### src/rtl/acc_seq_pkg.sv
// acc_seq_pkg: shared opcodes, ALU encodings, FSM state type and the
// decoded-control record used by the accumulator instruction sequencer.
package acc_seq_pkg;

   localparam logic [3:0] OP_NOP  = 4'h0;
   localparam logic [3:0] OP_LDI  = 4'h1;
   localparam logic [3:0] OP_LDR  = 4'h2;
   localparam logic [3:0] OP_STR  = 4'h3;
   localparam logic [3:0] OP_ADD  = 4'h4;
   localparam logic [3:0] OP_SUB  = 4'h5;
   localparam logic [3:0] OP_AND  = 4'h6;
   localparam logic [3:0] OP_OR   = 4'h7;
   localparam logic [3:0] OP_XOR  = 4'h8;
   localparam logic [3:0] OP_SKZ  = 4'h9;
   localparam logic [3:0] OP_HALT = 4'hF;

   localparam logic [2:0] ALU_ADD = 3'd0;
   localparam logic [2:0] ALU_SUB = 3'd1;
   localparam logic [2:0] ALU_AND = 3'd2;
   localparam logic [2:0] ALU_OR  = 3'd3;
   localparam logic [2:0] ALU_XOR = 3'd4;

   typedef enum logic [1:0] {
      ST_FETCH  = 2'd0,
      ST_DECODE = 2'd1,
      ST_EXEC   = 2'd2,
      ST_HALT   = 2'd3
   } state_t;

   typedef struct packed {
      logic       sel0;
      logic       sel1;
      logic       load;
      logic       we;
      logic [2:0] alu_op;
      logic       illegal;
   } ctrl_t;

endpackage

### src/rtl/acc_seq_decode.sv
// acc_seq_decode: purely combinational opcode to datapath-control decoder.
// Opcode 9 (SKZ) is legal only when ACC_SEQ_SKIPZ_EN is defined; it drives
// no datapath control of its own, the top level handles the skip flag.
module acc_seq_decode
   import acc_seq_pkg::*;
#(
   parameter int OPW = 4
) (
   input  logic [OPW-1:0] opcode,
   output ctrl_t          ctrl
);

   // Map each opcode to its selects, strobes and ALU function; unknown opcodes flag illegal.
   always_comb begin
      ctrl = '0;
      case (opcode)
         OP_NOP, OP_HALT: begin
         end
         OP_LDI: begin
            ctrl.sel0 = 1'b1;
            ctrl.sel1 = 1'b1;
            ctrl.load = 1'b1;
         end
         OP_LDR: begin
            ctrl.sel1 = 1'b1;
            ctrl.load = 1'b1;
         end
         OP_STR: begin
            ctrl.we = 1'b1;
         end
         OP_ADD: begin
            ctrl.load   = 1'b1;
            ctrl.alu_op = ALU_ADD;
         end
         OP_SUB: begin
            ctrl.load   = 1'b1;
            ctrl.alu_op = ALU_SUB;
         end
         OP_AND: begin
            ctrl.load   = 1'b1;
            ctrl.alu_op = ALU_AND;
         end
         OP_OR: begin
            ctrl.load   = 1'b1;
            ctrl.alu_op = ALU_OR;
         end
         OP_XOR: begin
            ctrl.load   = 1'b1;
            ctrl.alu_op = ALU_XOR;
         end
`ifdef ACC_SEQ_SKIPZ_EN
         OP_SKZ: begin
         end
`endif
         default: begin
            ctrl.illegal = 1'b1;
         end
      endcase
   end

endmodule

### src/rtl/acc_seq.sv
// acc_seq: three-cycle FETCH/DECODE/EXEC instruction sequencer driving the
// accumulator datapath controls. Optional feature macro ACC_SEQ_SKIPZ_EN
// enables the SKZ (skip next instruction if accumulator is zero) opcode.
module acc_seq
   import acc_seq_pkg::*;
#(
   parameter int OPW  = 4,
   parameter int CNTW = 8
) (
   input  logic            clk,
   input  logic            clb,
   input  logic            instr_valid,
   input  logic [7:0]      instr,
   output logic            instr_ready,
   input  logic            acc_zero,
   output logic            sel_acc0,
   output logic            sel_acc1,
   output logic            load_acc,
   output logic [2:0]      alu_op,
   output logic [3:0]      reg_addr,
   output logic            reg_we,
   output logic [3:0]      imm,
   output logic            halted,
   output logic            illegal,
   output logic [CNTW-1:0] retired
);

   state_t         state;
   logic [7:0]     ir;
   logic [OPW-1:0] opcode;
   ctrl_t          ctrl;
   logic           skip;
   logic           is_halt;

   assign opcode  = ir[7 -: OPW];
   assign is_halt = (opcode == OP_HALT);

   acc_seq_decode #(
      .OPW (OPW)
   ) u_decode (
      .opcode (opcode),
      .ctrl   (ctrl)
   );

`ifdef ACC_SEQ_SKIPZ_EN
   // Arm the skip flag on a taken SKZ; the next instruction's EXEC consumes it.
   always_ff @(posedge clk or negedge clb) begin
      if (!clb) begin
         skip <= 1'b0;
      end else if (state == ST_EXEC) begin
         if (skip) begin
            skip <= 1'b0;
         end else if (opcode == OP_SKZ && acc_zero) begin
            skip <= 1'b1;
         end
      end
   end
`else
   logic unused_acc_zero;
   assign skip            = 1'b0;
   assign unused_acc_zero = acc_zero;
`endif

   // Sequencer FSM with instruction register and retired-instruction counter.
   always_ff @(posedge clk or negedge clb) begin
      if (!clb) begin
         state   <= ST_FETCH;
         ir      <= '0;
         retired <= '0;
      end else begin
         case (state)
            ST_FETCH: begin
               if (instr_valid) begin
                  ir    <= instr;
                  state <= ST_DECODE;
               end
            end
            ST_DECODE: begin
               state <= ST_EXEC;
            end
            ST_EXEC: begin
               if (!skip) begin
                  retired <= retired + CNTW'(1);
               end
               state <= (is_halt && !skip) ? ST_HALT : ST_FETCH;
            end
            default: begin
               state <= ST_HALT;
            end
         endcase
      end
   end

   // Controls are held steady through DECODE and EXEC; strobes fire only in EXEC of a non-skipped instruction.
   always_comb begin
      instr_ready = (state == ST_FETCH);
      halted      = (state == ST_HALT);
      sel_acc0    = 1'b0;
      sel_acc1    = 1'b0;
      alu_op      = '0;
      reg_addr    = '0;
      imm         = '0;
      load_acc    = 1'b0;
      reg_we      = 1'b0;
      illegal     = 1'b0;
      if (state == ST_DECODE || state == ST_EXEC) begin
         sel_acc0 = ctrl.sel0;
         sel_acc1 = ctrl.sel1;
         alu_op   = ctrl.alu_op;
         reg_addr = ir[3:0];
         imm      = ir[3:0];
      end
      if (state == ST_EXEC && !skip) begin
         load_acc = ctrl.load;
         reg_we   = ctrl.we;
         illegal  = ctrl.illegal;
      end
   end

endmodule

### config.mk
export PLATFORM = sky130hd
export DESIGN_NAME = acc_seq
export DESIGN_NICKNAME = d
export VERILOG_FILES = /design/src/rtl/acc_seq_pkg.sv /design/src/rtl/acc_seq_decode.sv /design/src/rtl/acc_seq.sv
export SDC_FILE = /design/constraint.sdc
export NUM_CORES = 1
export LEC_CHECK = 0
export CAP_MARGIN = 20
export CORE_MARGIN = 2
export CORE_UTILIZATION = 46
export CTS_CLUSTER_SIZE = 20
export DETAILED_ROUTE_END_ITERATION = 10
export PLACE_DENSITY = 0.8
export REMOVE_ABC_BUFFERS = 1
export SLEW_MARGIN = 20
export SYNTH_ARGS = -nofsm -noshare
export SYNTH_HDL_FRONTEND = slang
export SYNTH_SLANG_ARGS = --single-unit
### constraint.sdc
create_clock -name clk -period 2.7 [get_ports clk]
set_input_delay 0.81 -clock clk [delete_from_list [all_inputs] [get_ports clk]]
set_output_delay 0.81 -clock clk [all_outputs]
set_load 0.01 [all_outputs]
Word level (Yosys, flattened, before mapping)
Index checks and enable logic that the tools add are counted.
{"block": "classes", "addsub": 1, "eq_ne": 13, "n_mux": 16, "reduce_logical": 7}
{"op": "4-bit by 3-bit == test with 1-bit output (second input constant)", "n": 4}
{"op": "3-bit one-hot mux with 4 select lines", "n": 1}
{"op": "1-bit two-way mux", "n": 10}
{"op": "10-bit OR reduction", "n": 1}
{"op": "8-bit by 1-bit adder with 8-bit output (second input constant)", "n": 1}
{"op": "4-bit by 2-bit == test with 1-bit output (second input constant)", "n": 2}
{"op": "4-bit == test (second input constant)", "n": 2}
{"op": "7-bit OR reduction", "n": 1}
{"op": "2-bit one-hot mux with 3 select lines", "n": 1}
{"op": "2-bit == test (second input constant)", "n": 2}
{"op": "4-bit by 1-bit == test with 1-bit output (second input constant)", "n": 1}
{"op": "4-bit logical NOT", "n": 1}
{"op": "2-bit two-way mux", "n": 2}
{"op": "4-bit two-way mux", "n": 1}
{"op": "3-bit two-way mux", "n": 1}
{"op": "2-bit by 1-bit == test with 1-bit output (second input constant)", "n": 1}
{"op": "2-bit logical NOT", "n": 1}
{"op": "2-bit inequality test (second input constant)", "n": 1}
{"op": "2-bit AND reduction", "n": 1}
{"op": "2-bit OR reduction", "n": 1}
{"op": "1-bit logical OR", "n": 1}
{"block": "totals", "register_bits": 18, "inputBits": 12, "output_inout_bits": 26, "word_cells": 40}

Depth between registers and ports, before layout
{"block": "depth", "depth_word": 4, "mapped_depth": 6, "ltp_nobuf": 5}

Cells and area by module
From an unflattened synthesis, not the netlist that was laid out.
{"block": "unflattened", "hier_cells": 91, "area_unflattened_um2": 1026.0}
{"mod": "acc_seq", "n_inst": 1, "cells_each": 75, "area_each_um2": 905.9, "seq_area_each_um2": 450.4}
{"mod": "acc_seq_decode", "n_inst": 1, "cells_each": 16, "area_each_um2": 120.1, "seq_area_each_um2": 0.0}

Least setup slack after synthesis
OpenSTA, ideal clock, no wires.
{"block": "synth_timing", "kind": "reg-to-output", "from": "register state[0]", "to": "output port reg_we", "t_arrival_ps": 1195, "t_required_ps": 1890, "slack_ps": 695, "stages_incl_launch_ff": 5, "path_buffers": 1, "path_cell_list": "dfrtp_1 inv_1 ha_1 buf_4 nor4b_1"}
{"block": "synth_via", "elab_chain_cells": 2}
{"element": "from (decl)", "line_no": "acc_seq.sv:28", "rtl": "state_t state;"}
{"element": "from (signal assigned)", "line_no": "acc_seq.sv:85", "rtl": "state <= (is_halt && !skip) ? ST_HALT : ST_FETCH;"}
{"element": "2-bit == test", "line_no": "acc_seq.sv:113", "rtl": "if (state == ST_EXEC && !skip) begin"}
{"element": "1-bit two-way mux", "line_no": "acc_seq.sv:113"}
{"element": "to (decl)", "line_no": "acc_seq.sv:21", "rtl": "output logic reg_we,"}
No other way between the ends.

Worst setup path in the final report
{"block": "layout_timing", "from": "register ir[4]", "to": "output port load_acc"}
{"block": "layout_via", "elab_chain_cells": 4, "elab_cells_between_ends": 10, "cone_classes": "7 x eq/ne; 2 x mux; 1 x reduce/logical"}
{"element": "from (decl)", "line_no": "acc_seq.sv:29", "rtl": "logic [7:0] ir;"}
{"element": "from (signal assigned)", "line_no": "acc_seq.sv:74", "rtl": "ir <= instr;"}
{"element": "4-bit by 3-bit == test with 1-bit output (tied with other cells)", "line_no": "acc_seq_decode.sv:16", "rtl": "case (opcode)"}
{"element": "7-bit OR reduction (no line) (*)"}
{"element": "1-bit two-way mux (*)", "line_no": "acc_seq_decode.sv:16"}
{"element": "1-bit two-way mux (*)", "line_no": "acc_seq.sv:113"}
{"element": "to (decl)", "line_no": "acc_seq.sv:18", "rtl": "output logic load_acc,"}
Mark *: on every way between the ends. The rest lies on a longest branch, timed or not.

==> metrics.md <==
| Metric | Value |
|---|---|
| P_leak | 0.000790 uW |
| Average footprint of a synthesized cell | 11.2 um^2 |
| Fmax | 0.379 GHz |
| Setup TNS | 0 ns |
| Fraction of layout cells with a size suffix above 1 | between 20% and 30% |
| HPWL Detailed | roughly 1500 um |
| Post-synthesis cell area | a little under 1000 um^2 |
| Hold path startpoint | retired[7]$_DFFE_PN0P_ |
| Hold Crit Depth | 1 |
| Met1 track demand over resource | around a fifth |
| Length in cells of the worst reg-to-reg path | 6 |
| Busiest layer in global routing | met2 |
| Met3 Resource Use GR | roughly 6.4% |
| Clock network latency to the later pin of the worst-skew pair | about 0.29 ns |
| Worst Path Buf+Inv | 1 |
| Post-layout power | around 1600 uW |
| Final weighted congestion in routability-driven placement | 0.882 |
| Maximum fanout along the worst path | 7 |
| Clock buffers created by TritonCTS | 3 |
| Unique cell type count in the Yosys netlist | 30 |
| Standard-cell rows | 16 |
| Kind of end point of the critical path | output pin |
| Peak supply drop | about 0.77 mV |
| Flop and latch count out of synthesis | 18 |
| Hold-critical path endpoint | retired[7]$_DFFE_PN0P_ |
| Input/output buffers | 36 |
| Final net count | 145 |
| Worst hold margin | 0.498 ns |
| Start-to-end type of the worst setup path | reg -> out |
| Vias in the first global route | approximately 760 |
| Initial standard-cell utilization of the core | between 40% and 50% |
| Class of the tightest hold or removal check | reg -> reg |
| Setup Skew | around 0.0049 ns |
| Final antenna-violating net count | 0 |
| PwrDens | 1130 nW/um^2 |
| Worst-path cell with the longest stage delay | sky130_fd_sc_hd__clkdlybuf4s50_1 |
| Slew at the pin closest to its max-slew limit | ~0.35 ns |
| Top delay family on crit path | buffers and inverters |
| Startpoint of the most critical register-to-register path | state[0]$_DFFE_PN0P_ |
| Met2 demand-to-capacity share in global routing | 29.6% |
| Number of hold-slack violations in the final timing report | 0 |
| Antenna diode count | 0 |
| Final critical delay including setup and external delays | 2.64 ns |
| Cells along the critical path | or2b_1, a21oi_1, o31a_1, clkdlybuf4s50_1 |
| Max capacitance violation total | 0 |
| Count of routing violations after the opening detailed-route iteration | 3 |
| Number of iterations in the first detailed-routing pass | 4 |
| Post-route DRC | 0 |
| EDFF count, synth | 0 |
| Sequential share of the synthesized area | between 40% and 50% |
| Data required, critical path | about 1.9 ns |
| Most common flop cell mapped by yosys | sky130_fd_sc_hd__dfrtp_1 |
| Routed vias | 789 |
| Worst r2r dst | state[1]$_DFFE_PN0P_ |
| Worst slew margin | between 70% and 80% |
| Unrepaired setup endpoints after global routing | false |
| Final Worst Setup Slack | between 0.06 and 0.07 ns |
| Reg clk slew, reported paths | around 0.1 ns |
| CTS tree | done |
| Count of mapped cells out of synthesis | between 80 and 90 |
| Total Routed Length | 2040 um |
| Number of hold buffers added after cts | 0 |
| Async SR Flop Fraction | 100% |
| Routed WL per cell | approximately 13 um |
| Final setup violating endpoints | 0 |
| Via-to-Cell Ratio | a little over 5 |
| Global Route Usage Sum | 17.2% |
| Number of sinks driven by the clock tree | 18 |
| Total core area | 1980 um^2 |
| Height of the die | ~50 um |
| Overflow left after global routing | 0 |
| Data arrival time of the critical path | between 1.5 and 2 ns |
| Syn. warnings | 0 |
| Clock H-tree levels | 1 |
| Result of the run | completed |
| DP Worst Slack | about 0.23 ns |
| Delay of the slowest critical-path stage | about 0.53 ns |
| Die outline area | 2500 um^2 |
| Maximum number of buffers from clock root to sink | 2 |
| Antenna violations before repair | 0 |
| Number of placed I/O pins | 38 |
| Flop2flop setup slack | 1.19 ns |
| Final period utilization | 97.7% |
| First-pass GRT wire length | 3280 um |
| Final-report max-slew violation count | 0 |
| Die width | approximately 50 um |
| Type of element launching the critical path | flip-flop |
| Clk root buf | sky130_fd_sc_hd__clkbuf_4 |
| Layout-stage area growth over the synthesis result | 48.2% |
| Largest net degree at the start of global routing | 19 |
[final cells by class]
cell class / count / area (um^2)
multi-input cells: 61 / 480
clock buffers: 4 / 36.3
well taps: 27 / 33.8
inverters: 3 / 11.3
flip-flops and latches: 18 / 453
repair buffers: 42 / 428
fillers: 140 / 539
[flip-flops by register name (all words and copies together), names as in the netlist]
| signal | cells |
|---|---|
| ir | 8 |
| retired | 8 |
| state | 2 |
[through the flow]
| stage | utilization [%] | instances | area, um^2 |
|---|---|---|---|
| 5_1_grt | 72.8 | 155 | 1440 |
| 6_report | 72.8 | 155 | 1440 |
| 2_1_floorplan | - | 82 | 936 |
| 3_3_place_gp | 68.2 | 148 | 1350 |
| 4_1_cts | 71.0 | 155 | 1410 |
| 3_5_place_dp | 68.2 | 148 | 1350 |
[cell families (layout without fill, tap and decap cells)]
kind of cell | after synthesis | after routing | synth area share [%]
simple gates | 33 | 33 | 21.3
flops | 18 | 18 | 46.3
mux | 9 | 9 | 10.4
compound gates | 8 | 8 | 5.53
buf+inv | 8 | 49 | 5.01
xor+xnor | 7 | 7 | 6.30
fa+ha+maj | 4 | 4 | 5.14
[where the power goes]
group | switching, uW | internal (uW)
clock | 78.8 | 82.2
combinational | 390 | 542
sequential | 146 | 392
[worst max path at each step]
stage	start	to	slack [ns]	cells past startpoint
CTS	ir[5]$_DFFE_PN0P_	illegal	0.02	3
floorplan	state[0]$_DFFE_PN0P_	reg_we	0.62	3
global placement	state[1]$_DFFE_PN0P_	sel_acc1	0.26	6
finish	ir[4]$_DFFE_PN0P_	load_acc	0.06	4
detailed placement	state[1]$_DFFE_PN0P_	sel_acc1	0.23	6
global route	ir[4]$_DFFE_PN0P_	load_acc	0.004	4
[repair_timing]
item	4_1_cts	5_1_grt
setup buffers	3	0
pin swaps	0	0
endpoints found under the setup margin	13	12
gates cloned	0	0
resized for setup	4	14
[routing by layer]
metal,vias to the layer above,wire (um)
met5,-,0
met4,0,0
met3,0,106
met2,25,1070
met1,385,860
li1,379,-
[cell usage in the layout, fill, tap and decap left out, drive strengths merged, types with 2 or more instances in the layout]
cell           synthesis  final
xnor2                  3      3
a21oi                  3      3
nor2                   6      6
clkbuf                 0      4
nand2                  7      7
and3                   2      2
dfrtp                 18     18
inv                    3      3
xor2                   4      4
or2b                   2      2
clkdlybuf4s50          0     21
and2                   5      5
nor4b                  2      2
or3                    2      2
ha                     4      4
dlymetal6s2s           0     11
mux2                   9      9
buf                    5      6
nand4                  2      2
dlygate4sd2            0      4
[cells in the mapped netlist, drive strengths merged (2+ instances only)]
library cell  count  area share, %
a21oi             3            1.5
and2              5            3.2
and3              2            1.4
buf               5            3.9
dfrtp            18             46
ha                4            5.1
inv               3            1.2
mux2              9             10
nand2             7            3.0
nand4             2            2.8
nor2              6            2.3
nor4b             2            1.8
or2b              2            1.5
or3               2            1.4
xnor2             3            2.7
xor2              4            3.6
(Power assumes the default switching activity.)
==> variant: new RTL, config.mk and constraints unchanged <==
Re-encode `state_t` (4 states) as Gray code, 2 bits wide.
--- a/src/rtl/acc_seq_pkg.sv
+++ b/src/rtl/acc_seq_pkg.sv
@@ -23,6 +23,6 @@
    typedef enum logic [1:0] {
-      ST_FETCH  = 2'd0,
-      ST_DECODE = 2'd1,
-      ST_EXEC   = 2'd2,
-      ST_HALT   = 2'd3
+      ST_FETCH  = 2'b00,
+      ST_DECODE = 2'b01,
+      ST_EXEC   = 2'b11,
+      ST_HALT   = 2'b10
    } state_t;
Formal check against the unedited RTL: same outputs for any inputs over 10 cycles, from zero or initial values; not proved beyond that.
==> variant against the unedited design <==
- non-clock buffer count down 1
- wire length down 5.4%
- design area down 3.8%
- cell count down 3.2%
- hold slack worse by 26 ps
- maximum frequency up 2.3%
- sequential cell count unchanged
- total power down 13%
- register-to-register slack better by 30 ps
- setup slack better by 60 ps
- synthesized area up 0.13%
- critical endpoint unchanged
- highest routed layer is now met4
==> variant: results (changes against the unedited design) <==
- Top Metal Used: met4
- Top cells by count, synth: 18 x dfrtp_1, 9 x nand2_1, 8 x mux2_4, 8 x xnor2_1, 5 x nand4_1
- Routability congestion estimate from global placement: 0.681 (-23%)
- Wire length of the first global-routing pass: 3.12 mm (-5.1%)
- Detailed placement HPWL: 1.32 mm (-13%)
- Count of buffers inserted at the top-level ports: 36 (unchanged)
- Post-DR vias/cell: 5.02 (-1.4%)
- Total cell area at the placement stage: 1310 µm² (-3.5%)
- Portion of the post-synthesis area used by sequential elements: 46.2% (-0.059 points)
- Buffer cell driving the clock tree root: clkbuf_4
- LEAKAGE: 0.000587 µW (-26%)
- Leading post-synthesis cells by cell area: dfrtp_1 46%, mux2_4 12%, xnor2_1 7.2%
- Highest net fanout along the worst path: 11 (+4)
- Number of global-route vias before repair: 735 (-3.2%)
- GR met2 Demand/Resource: 27.4% (-2.2 points)
- Number of fill cells: 146 (+4.3%)
- Internal power contribution: 920 µW (-9.5%)
- Synth Area in Compound Gates: 2.57% (-3.0 points)
- Clock transition at the registers of the reported paths: 100 ps (about the same)
- Result of the run: completed
- Worst reg2reg path endpoint: ir[7]$_DFFE_PN0P_
- Post-Synth XOR/XNOR Area: 7.19% (+0.89 points)
- Aggregate routed wire length: 1.93 mm (-5.4%)
- Slew Limit Headroom: 78.8% (+2.1 points)
- Met1 Use GR: 20.1% (-0.42 points)
- Unique masters post-synth: 25 (-17%)
- Depth of the worst register-to-register path: 4 (-2)
- DRC violation total after the first TritonRoute iteration: 9 (+6)
- Power share of the sequential group: 38.3% (+5.3 points)
- Mux share of post-synthesis cell area: 12.3% (+1.9 points)
- CP startpoint: ir[5]$_DFFE_PN0P_
- TritonCTS Buffers: 3 (unchanged)
- Clock period minus worst slack: 2580 ps (-60.5 ps)
- Met3 track demand over resource in global routing: 3.33% (-3.0 points)
- Share of final-layout standard cells stronger than drive strength 1: 22.0% (+0.86 points)
- Total number of H-tree levels: 1 (unchanged)
- Worst Hold Class: flop to flop
- Layout Nets: 137 (-5.5%)
- Reg-to-reg setup timing slack: 1220 ps (+30 ps)
- Detailed-routed wire length on met3: 112 µm (+5.7%)
- Maximum number of pins on one net before global-route repair: 19 (unchanged)
- Met1 Wirelength: 890 µm (+3.5%)
- Gr usage total: 16.1% (-1.0 points)
- Critical Path AT: 1770 ps (-60 ps)
- Total met2 wirelength after detailed routing: 917 µm (-14%)
- Fin Clk Skew: 3.85 ps (-1.02 ps)
- Share of total power in the clock network: 11.6% (+1.7 points)
- Adder-cell share of the synthesized area: 1.28% (-3.9 points)
- Async S/R FF share, synth: 100% (unchanged)
- Peak VDD IR: 0.585 mV (-24%)
- Worst slack at placement: 343 ps (+115 ps)
## variant: metrics by stage
step / instances / hold slack, ps / TNS (ps) / utilization [%] / power, µW
after floorplan: 78 / 474 / 0 / - / 888
after global placement: 142 / 461 / 0 / 65.8 / 1180
after detailed placement: 142 / 463 / 0 / 65.8 / 1200
after CTS: 146 / 480 / 0 / 67.7 / 1370
after global routing: 150 / 487 / -1.57 / 70.0 / 1520
final: 150 / 472 / 0 / 70.0 / 1420
## variant: cells by family (layout without fill, tap and decap cells)
logic type	count (synthesis)	after routing
mux	8	8
compound gates	4	4
fa+ha+maj	1	1
flops	18	18
simple gates	39	39
buf+inv	10	45
xor+xnor	8	8
## variant: worst min path at each step
stage / endpoint / slack (ps) / startpoint / cells past startpoint
2_1_floorplan: ir[0]$_DFFE_PN0P_ / 470 / ir[0]$_DFFE_PN0P_ / 1
3_3_place_gp: retired[7]$_DFFE_PN0P_ / 460 / retired[7]$_DFFE_PN0P_ / 1
3_5_place_dp: retired[7]$_DFFE_PN0P_ / 460 / retired[7]$_DFFE_PN0P_ / 1
4_1_cts: retired[7]$_DFFE_PN0P_ / 480 / retired[7]$_DFFE_PN0P_ / 1
5_1_grt: retired[7]$_DFFE_PN0P_ / 490 / retired[7]$_DFFE_PN0P_ / 1
6_report: retired[7]$_DFFE_PN0P_ / 470 / retired[7]$_DFFE_PN0P_ / 1
## variant: critical path, cell delays in order, from the launching register on
cell,delay (ps)
dfrtp_1,540
nor2b_1,180
o21bai_1,70
a21oi_1,140
clkdlybuf4s50_1,560
## variant: cell type report
class	count	share of cell area [%]
sequential	18	32.8
timing repair buffer	41	28.7
tap	27	2.43
clock buffer	4	2.61
multi-input combinational	60	33.5
## variant: timing repair
action / CTS / global route
resized for setup: 0 / 6
buffers inserted: 0 / 4
setup endpoints to repair: 0 / 5
